### config.mk
export PLATFORM = sky130hd
export DESIGN_NAME = mem_access_ctrl
export DESIGN_NICKNAME = d
export VERILOG_FILES = /design/src/rtl/mem_access_ctrl.sv
export SDC_FILE = /design/constraint.sdc
export NUM_CORES = 1
export LEC_CHECK = 0
export CORE_MARGIN = 2
export CORE_UTILIZATION = 47
export CTS_BUF_LIST = sky130_fd_sc_hd__clkbuf_8
export CTS_CLUSTER_SIZE = 14
export DETAILED_ROUTE_END_ITERATION = 6
export PLACE_DENSITY = 0.86
export SKIP_CTS_REPAIR_TIMING = 1
export SYNTH_ARGS = -nofsm -noshare
export SYNTH_HDL_FRONTEND = slang
export SYNTH_SLANG_ARGS = --single-unit
### constraint.sdc
create_clock -name clock -period 2.5 [get_ports clock]
set_clock_uncertainty 0.2 [all_clocks]
set_input_delay 0.375 -clock clock [delete_from_list [all_inputs] [get_ports clock]]
set_output_delay 0.375 -clock clock [all_outputs]
set_load 0.01 [all_outputs]
### src/rtl/mem_access_ctrl.sv
// rtl/mem_access_ctrl.sv - memory-stage initiator between execute stage and synchronous data memory
// One request in flight; drives memory strobes and emits one write-back packet per accepted request.
module mem_access_ctrl #(
  parameter int DATA_W  = 32,
  parameter int REG_W   = 6,
  parameter int MEM_LAT = 1
) (
  input  logic              clock,
  input  logic              resetn,
  input  logic              req_valid,
  output logic              req_ready,
  input  logic              req_load,
  input  logic              req_store,
  input  logic              req_mem_to_reg,
  input  logic              req_reg_write,
  input  logic [REG_W-1:0]  req_rd,
  input  logic [DATA_W-1:0] req_addr,
  input  logic [DATA_W-1:0] req_wdata,
  input  logic [DATA_W-1:0] req_alu_result,
  output logic              mem_read,
  output logic              mem_write,
  output logic [DATA_W-1:0] mem_address,
  output logic [DATA_W-1:0] mem_datain,
  input  logic [DATA_W-1:0] mem_dataout,
  output logic              wb_valid,
  output logic              wb_reg_write,
  output logic [REG_W-1:0]  wb_rd,
  output logic [DATA_W-1:0] wb_data,
  output logic              busy
);

  typedef enum logic [1:0] {IDLE, ACCESS, WAIT, WB} state_t;

  localparam logic [2:0] CNT_INIT = 3'(MEM_LAT - 1);

  state_t              state;
  logic                l_load;
  logic                l_store;
  logic                l_mem_to_reg;
  logic                l_reg_write;
  logic [REG_W-1:0]    l_rd;
  logic [DATA_W-1:0]   l_alu;
  logic [2:0]          wait_cnt;

  assign req_ready = (state == IDLE) & resetn;
  assign busy      = (state != IDLE);

  // Outputs are registered, so each state's outputs are loaded on the edge that enters it.
  always_ff @(posedge clock or negedge resetn) begin
    if (!resetn) begin
      state        <= IDLE;
      l_load       <= 1'b0;
      l_store      <= 1'b0;
      l_mem_to_reg <= 1'b0;
      l_reg_write  <= 1'b0;
      l_rd         <= '0;
      l_alu        <= '0;
      wait_cnt     <= '0;
      mem_read     <= 1'b0;
      mem_write    <= 1'b0;
      mem_address  <= '0;
      mem_datain   <= '0;
      wb_valid     <= 1'b0;
      wb_reg_write <= 1'b0;
      wb_rd        <= '0;
      wb_data      <= '0;
    end else begin
      mem_read  <= 1'b0;
      mem_write <= 1'b0;
      wb_valid  <= 1'b0;
      case (state)
        IDLE: begin
          if (req_valid) begin
            // A request flagged as both load and store is treated as a store.
            l_load       <= req_load & ~req_store;
            l_store      <= req_store;
            l_mem_to_reg <= req_mem_to_reg;
            l_reg_write  <= req_reg_write;
            l_rd         <= req_rd;
            l_alu        <= req_alu_result;
            if (req_store) begin
              mem_write   <= 1'b1;
              mem_address <= req_addr;
              mem_datain  <= req_wdata;
              state       <= ACCESS;
            end else if (req_load) begin
              mem_read    <= 1'b1;
              mem_address <= req_addr;
              state       <= ACCESS;
            end else begin
              wb_valid     <= 1'b1;
              wb_reg_write <= req_reg_write;
              wb_rd        <= req_rd;
              wb_data      <= req_alu_result;
              state        <= WB;
            end
          end
        end
        ACCESS: begin
          if (l_load) begin
            wait_cnt <= CNT_INIT;
            state    <= WAIT;
          end else begin
            wb_valid     <= 1'b1;
            wb_reg_write <= l_reg_write & ~l_store;
            wb_rd        <= l_rd;
            wb_data      <= l_alu;
            state        <= WB;
          end
        end
        WAIT: begin
          if (wait_cnt == 3'd0) begin
            wb_valid     <= 1'b1;
            wb_reg_write <= l_reg_write;
            wb_rd        <= l_rd;
            wb_data      <= l_mem_to_reg ? mem_dataout : l_alu;
            state        <= WB;
          end else begin
            wait_cnt <= wait_cnt - 3'd1;
          end
        end
        WB: state <= IDLE;
      endcase
    end
  end

endmodule

Word level (Yosys, flattened, before mapping):

Index checks and enable logic that the tools add are counted.

* reductions and logical operators: 12
* mux-type cells: 43
* equality and inequality tests: 10
* add/subtract/negate cells: 1
* bitwise gates (word level): 5

Operator list (number)
* 32-bit two-way mux: 8
* 32-bit case mux with 3 select lines: 1
* 6-bit two-way mux: 5
* 1-bit two-way mux: 18
* 6-bit case mux with 3 select lines: 1
* 2-bit != test (second input constant): 7
* 3-bit AND reduction: 3
* 2-bit two-way mux: 4
* 2-bit case mux with 4 select lines: 1
* 3-bit two-way mux: 2
* 1-bit case mux with 3 select lines: 2
* 3-bit case mux with 2 select lines: 1
* 6-bit AND reduction: 1
* 2-bit nonzero test: 3
* 2-bit equality test (second input constant): 2
* 2-bit AND reduction: 2
* 1-bit AND: 3
* 3-bit logical NOT: 1
* 3-bit nonzero test: 1
* 3-bit by 1-bit subtractor with 3-bit output (second input constant): 1
* 2-bit by 1-bit equality test with 1-bit output (second input constant): 1
* 2-bit logical NOT: 1
* 1-bit inverter: 2

* register bits: 153
* input port bits: 141
* output and inout bits: 108
* word-level logic and storage cells: 87

Logic depth before layout (Yosys ltp):

Gate-level depths: netlist of run 1.

* word-level depth: 4
* depth in mapped cells: 9
* gate-level depth less buffers: 6

Least setup slack after synthesis of run 1:

OpenSTA, ideal clock, no wires.

* path kind: reg-to-reg
* from: reg state[0]
* to: reg mem_address[0]
* slack: 533 ps
* arrival: 1642 ps
* data required time: 2175 ps
* buffers on the path: 3
* period minus slack after synthesis: 1967 ps
* stages on the path, launching flop included: 9
* cells stage by stage: dfrtp_1 inv_1 ha_1 buf_4 and2_1 buf_6 o21ai_4 buf_6 mux2_4

* longest elaborated chain between the ends: 2

Ends and longest elaborated chain
* start: declaration: line 36 `state_t state;`
* start signal: assignment: line 51 `state <= IDLE;`
* start signal: assignment: line 85 `state <= ACCESS;`
* start signal: assignment: line 89 `state <= ACCESS;`
* 2-bit logical NOT: line 71 `case (state)`
* 3-bit AND reduction (no source line)
* end signal: assignment: line 83 `mem_address <= req_addr;`
* end signal: assignment: line 88 `mem_address <= req_addr;`
* end: declaration: line 22 `output logic [DATA_W-1:0] mem_address,`

No other way between the ends.
A chain may end at the register's enable or synchronous reset.

Final worst setup path of run 1:

* from: reg state[0]
* to: out req_ready

* longest elaborated chain between the ends: 2

Ends and longest elaborated chain
* 2-bit logical NOT: line 45 `assign req_ready = (state == IDLE) & resetn;`
* 1-bit AND: line 45
* end: declaration: line 11 `output logic req_ready,`

No other way between the ends.

==> results by group, run 1 <==
Outcome
  • Status: finished, violations left
  • Failing checks: DRC

Critical path
  • Worst Setup End Kind: primary output
  • Worst Path Required: 1920 ps
  • Arrival @ worst endpoint: 1820 ps
  • CP max FO: 6
  • Startpoint types: flop
  • Setup Crit Path Kind: reg2out

Flow run
  • MaxCap Viol Count: 0

Global routing
  • Largest net degree at the start of global routing: 154
  • Initial antenna violation count: 0
  • All-Layer GR Usage: 0.2295
  • Grt total ovfl: 0
  • First-pass GRT wire length: 28.85 mm
  • Vias in the first global route: 5594

Drt
  • Drt pass-1 iters: 7
  • DRC errors left: 2
  • Detailed Route Iter0 Violations: 332
  • Wire per inst: 18.76 µm
  • Final wirelength: 17.93 mm
  • Post-route ant nets: 0
  • Vias/cell: 5.372
  • Vias: 5136

Floorplan
  • Row count: 44
  • Die X: 126.0 µm
  • Die extent in y: 126.0 µm
  • Starting density of the core: 0.4816
  • CORE AREA: 0.01453 mm²
  • Die area: 0.01588 mm²
  • # IOs: 249

Timing
  • Max-slew violations: 0
  • Final Cycle Share: 0.9561
  • Final setup fails: 0
  • F_max: 418.4 MHz
  • Crit path time final: 2390 ps
  • Worst slew pin tran: 902.6 ps
  • Fin Setup TNS: 0 ps
  • Fin. Hold Viols: 0
  • Unrepaired setup endpoints after global routing: no
  • Worst Hold Slack: 286.4 ps
  • Relative slew margins: 0.3983

Finish
  • Post-Route Utilization: 0.6956
  • Nets: 907
  • Area growth syn-to-layout: 44.44%
  • Ant. Diodes: 0
  • Share of cells above drive strength 1: 0.2539
  • Finished Layout Cells: 956
  • Fill cell count: 992

Clock network
  • Clock Path Buffers: 2
  • Clock Tree Root: clkbuf_8
  • Worst skew pair latency: 450 ps
  • CTS buffer count: 17
  • Sink Count: 153
  • TritonCTS clock tree: yes
  • H-Tree Depth: 4
  • Clock-pin slew on the worst setup and hold paths: 80 ps

Synth
  • Seq/Total Area, Yosys: 0.5470
  • Synthesized area: 0.006999 mm²
  • Top cells by area, synth: dfrtp_1 55%, mux2_2 13%, mux2_4 12%
  • Syn_nets: 654
  • Number of synthesis warnings: 0
  • Synth area leader: dfrtp_1
  • FF+latch count, synth: 153
  • Netlist cell types: 34
  • Post-synth top area share: 0.5470
  • Syn Inst Count: 506
  • Syn_area_per_cell: 13.83 µm²

Placement
  • DP HPWL: 12.62 mm
  • PortBufs: 248
  • Gp weighted congestion: 0.8524
  • Cells after DPL: 919

Power and ir drop
  • Pwr Density: 1305 mW/mm²
  • Pleak: 4.456 nW
  • Pwr Total: 13.20 mW
  • VDD IR max: 741.2 µV

Hold path
  • Worst min path class: reg2reg
-- Yosys cell counts, drive strengths merged --
cell type and instances:
nor2 4, a222oi 22, and2 3, and3 10
nand2b 4, nand2 47, mux2i 8, nor2b 2
nor3 1, mux2 136, inv 7, clkbuf 8
o32a 1, o22ai 1, buf 26, a221oi 11
a22o 2, o21ai 44, o2111ai 1, a21oi 4
a21o 1, dfrtp 153, nor3b 1, a21boi 1
clkinv 1, ha 7
-- final timing paths --
| path | start | to | slack [ps] | depth (start not counted) |
|---|---|---|---|---|
| max reg2reg | state[0] | wb_data[25] | 330 | 7 |
| min in group asynchronous | resetn | l_store | 360 | 3 |
| min reg2reg | wb_data[6] | wb_data[6] | 290 | 2 |
| max in group asynchronous | resetn | state[0] | 960 | 3 |
| min | wb_data[6] | wb_data[6] | 290 | 2 |
| max | state[0] | req_ready | 110 | 4 |
-- metrics by stage --
stage,setup WS [ps],instance area [µm²]
floorplan,532.6,6999
global placement,319.1,9642
detailed placement,268.3,9642
CTS,-154.0,10060
global route,27.95,10110
finish,109.8,10110
-- worst max-delay path, cell delays in order, from the launching register on --
cell             delay (ps)
dfrtp_2                 450
inv_2                    90
ha_4                    170
and2_1                  130
clkdlybuf4s50_1         530
-- kinds of logic after synthesis --
kind of cell / count (synthesis) / share of synthesized area
flops: 153 / 0.5470
mux: 144 / 0.2614
compound gates: 88 / 0.09189
simple gates: 72 / 0.04755
buf+inv: 42 / 0.03968
fa+ha+maj: 7 / 0.01251
-- area by class of cell --
type	count	area (µm²)	share of cell area
Tap cell	184	230.2	0.02277
Inverter	8	30.03	0.002970
Timing Repair Buffer	268	2699	0.2670
Clock inverter	13	152.6	0.01510
Clock buffer	19	261.5	0.02587
Sequential cell	153	3830	0.3788
Multi-Input combinational cell	311	2907	0.2875
-- routing by layer --
layer,up-vias,share of wire,global-route usage
met5,-,0,0
met4,0,0.024,0.09761
met3,32,0.068,0.06372
met2,201,0.51,0.3893
met1,2552,0.40,0.2753
li1,2351,-,-
-- power breakdown --
part,internal [mW],switching (mW)
Combinational,3.91,2.90
Clock,1.03,0.925
Sequential,3.69,0.735
-- layout by cell type, fill, tap and decap left out, types with 2 or more instances in the layout --
master | netlist | layout
nand2_1 | 46 | 46
a21oi_1 | 4 | 4
mux2_4 | 58 | 58
inv_2 | 0 | 2
dfrtp_1 | 153 | 152
a222oi_1 | 22 | 22
and2_1 | 3 | 2
mux2_2 | 78 | 78
a221oi_1 | 11 | 11
nor2_1 | 3 | 3
nor2b_1 | 2 | 2
a22o_1 | 2 | 2
o21ai_0 | 28 | 28
and3_1 | 10 | 10
o21ai_1 | 15 | 15
inv_1 | 7 | 6
clkinv_2 | 0 | 4
ha_1 | 7 | 6
nand2b_1 | 4 | 4
mux2i_1 | 8 | 8
buf_12 | 0 | 5
buf_4 | 2 | 14
clkinvlp_4 | 0 | 4
bufinv_16 | 0 | 3
clkdlybuf4s50_1 | 0 | 247
clkbuf_8 | 0 | 19
No activity file was read; power rests on OpenSTA's default activity.
==> run 2: changes to the inputs <==
--- a/config.mk
+++ b/config.mk
@@ -5,12 +5,14 @@
 export SDC_FILE = /design/constraint.sdc
 export NUM_CORES = 1
 export LEC_CHECK = 0
+export CORE_ASPECT_RATIO = 0.75
 export CORE_MARGIN = 2
 export CORE_UTILIZATION = 47
 export CTS_BUF_LIST = sky130_fd_sc_hd__clkbuf_8
 export CTS_CLUSTER_SIZE = 14
 export DETAILED_ROUTE_END_ITERATION = 6
-export PLACE_DENSITY = 0.86
+export HOLD_SLACK_MARGIN = 0.12
+export PLACE_DENSITY = 0.93
 export SKIP_CTS_REPAIR_TIMING = 1
 export SYNTH_ARGS = -nofsm -noshare
 export SYNTH_HDL_FRONTEND = slang
==> results by group, run 2 (synthesis results as in run 1) <==
Drt
  • Drt pass-1 iters: 7 (unchanged)
  • Wire per inst: 19.36 µm (was 18.76 µm)
  • Detailed Route Iter0 Violations: 402 (was 332)
  • Final wirelength: 18.81 mm (was 17.93 mm)
  • Vias/cell: 5.440 (was 5.372)
  • Post-route ant nets: 0 (unchanged)
  • DRC errors left: 13 (was 2)
  • Vias: 5288 (was 5136)

Floorplan
  • Die area: 0.01589 mm² (was 0.01588 mm²)
  • # IOs: 249 (unchanged)
  • Die extent in y: 109.7 µm (was 126.0 µm)
  • Starting density of the core: 0.4827 (was 0.4816)
  • Die X: 144.9 µm (was 126.0 µm)
  • CORE AREA: 0.01450 mm² (was 0.01453 mm²)
  • Row count: 38 (was 44)

Clock network
  • Clock Tree Root: clkbuf_8 (unchanged)
  • Worst skew pair latency: 450 ps (about the same)
  • TritonCTS clock tree: yes (unchanged)
  • CTS buffer count: 17 (unchanged)
  • H-Tree Depth: 4 (unchanged)
  • Sink Count: 153 (unchanged)
  • Clock Path Buffers: 2 (unchanged)
  • Clock-pin slew on the worst setup and hold paths: 80 ps (about the same)

Finish
  • Most common cell after layout, fill and taps aside: clkdlybuf4s50_1 (unchanged)
  • Post-Route Utilization: 0.6999 (was 0.6956)
  • Cell area after layout: 0.01015 mm² (was 0.01011 mm²)
  • Share of cells above drive strength 1: 0.2526 (was 0.2539)
  • Nets: 907 (unchanged)
  • Ant. Diodes: 0 (unchanged)
  • Finished Layout Cells: 972 (was 956)
  • Most frequent cells in the layout: 247 x clkdlybuf4s50_1, 153 x dfrtp_1, 78 x mux2_2 (was 247 x clkdlybuf4s50_1, 152 x dfrtp_1, 78 x mux2_2)
  • Area growth syn-to-layout: 45.01% (was 44.44%)

Critical path
  • Arrival @ worst endpoint: 1840 ps (was 1820 ps)
  • Worst Path Required: 1920 ps (about the same)
  • Slowest cell on the critical path: clkdlybuf4s50_1 (unchanged)
  • Crit-path leading delay family: buffers and inverters (unchanged)
  • CP max FO: 7 (was 6)
  • Critical Path, Cell by Cell: inv_1 -> ha_4 -> and2_1 -> clkdlybuf4s50_1 (was inv_2 -> ha_4 -> and2_1 -> clkdlybuf4s50_1)
  • Max incr delay on CP: 540 ps (was 530 ps)
  • Setup Crit Path Kind: reg2out (unchanged)
  • Startpoint types: flop (unchanged)
  • Worst Setup End Kind: primary output (unchanged)
  • Crit path buffers/inverters: 2 (unchanged)

Timing
  • Final Cycle Share: 0.9672 (was 0.9561)
  • Worst Hold Slack: 285.7 ps (was 286.4 ps)
  • Max-slew violations: 0 (unchanged)
  • Setup WS post-layout: 81.92 ps (was 109.8 ps)
  • Relative slew margins: 0.4218 (was 0.3983)
  • Fin Setup TNS: 0 ps (unchanged)
  • Final setup fails: 0 (unchanged)
  • Unrepaired setup endpoints after global routing: no (unchanged)
  • Crit path time final: 2418 ps (was 2390 ps)
  • Worst slew pin tran: 867.2 ps (was 902.6 ps)
  • F_max: 413.6 MHz (was 418.4 MHz)
  • Fin. Hold Viols: 0 (unchanged)

Global routing
  • Largest net degree at the start of global routing: 154 (unchanged)
  • Initial antenna violation count: 0 (unchanged)
  • All-Layer GR Usage: 0.2375 (was 0.2295)
  • Vias in the first global route: 5572 (was 5594)
  • Grt total ovfl: 0 (unchanged)
  • First-pass GRT wire length: 29.19 mm (was 28.85 mm)

Placement
  • Post-placement cell area: 0.009669 mm² (was 0.009642 mm²)
  • DP HPWL: 13.15 mm (was 12.62 mm)
  • Post-place setup slack: -90.08 ps (was 268.3 ps)
  • Gp weighted congestion: 0.8065 (was 0.8524)
  • PortBufs: 248 (unchanged)
  • Cells after DPL: 936 (was 919)

Power and ir drop
  • Pwr Total: 13.23 mW (was 13.20 mW)
  • VDD IR max: 810.4 µV (was 741.2 µV)
  • Pleak: 4.475 nW (was 4.456 nW)
  • Pwr Density: 1304 mW/mm² (was 1305 mW/mm²)

Hold path
  • Worst min path class: reg2reg (unchanged)

Outcome
  • Status: finished, violations left (unchanged)
  • Failing checks: DRC (unchanged)

Flow run
  • MaxCap Viol Count: 0 (unchanged)
-- run 2: cell count changes in the layout (fill, tap and decap cells not counted) --
cell,previous run,this run
clkinv_4,1,4
and2_1,2,1
inv_2,2,1
nor2_4,0,1
and2_2,1,2
clkinvlp_4,4,1
clkinv_2,4,1
inv_1,6,7
dfrtp_1,152,153
nor2_2,1,0
dfrtp_2,1,0
inv_6,0,3
-- run 2: worst register-to-register path: stages (launching register included) --
cell and delay [ps]:
dfrtp_1 380, inv_1 90, ha_4 280, clkinv_1 110
nor2_4 490, buf_4 300, a222oi_1 100, o21ai_0 220
-- run 2: layout make-up --
cell class	instances	area, µm²
Fill cell	950	4352
Multi-Input combinational cell	311	2913
Inverter	8	30.03
Timing Repair Buffer	268	2699
Tap cell	200	250.2
Sequential cell	153	3829
Clock buffer	19	261.5
Clock inverter	13	167.7
-- run 2: path summary, 6_finish.rpt --
kind	slack [ps]	from	endpoint	depth (start not counted)
max in group asynchronous	1040	resetn	l_alu[26]	3
worst min-delay path	290	wb_data[24]	wb_data[24]	2
worst max-delay path	80	state[0]	req_ready	4
worst max register to register	250	state[0]	wb_data[27]	7
min in group asynchronous	370	resetn	mem_datain[28]	3
worst min register to register	290	wb_data[24]	wb_data[24]	2
-- run 2: power by group --
| part | leakage, nW | switching, mW | internal, mW |
|---|---|---|---|
| registers | 1.86 | 0.787 | 3.69 |
| clock network | 0.218 | 0.962 | 1.05 |
| logic | 2.39 | 2.88 | 3.86 |
-- run 2: metal layers --
layer  GRT usage  part of all wire  vias to the layer above
met1      0.2839              0.39                     2607
met4     0.08769             0.022                        0
met2      0.4017              0.49                      278
met3     0.08589             0.093                       40
li1            -                 -                     2363
met5           0                 0                        -
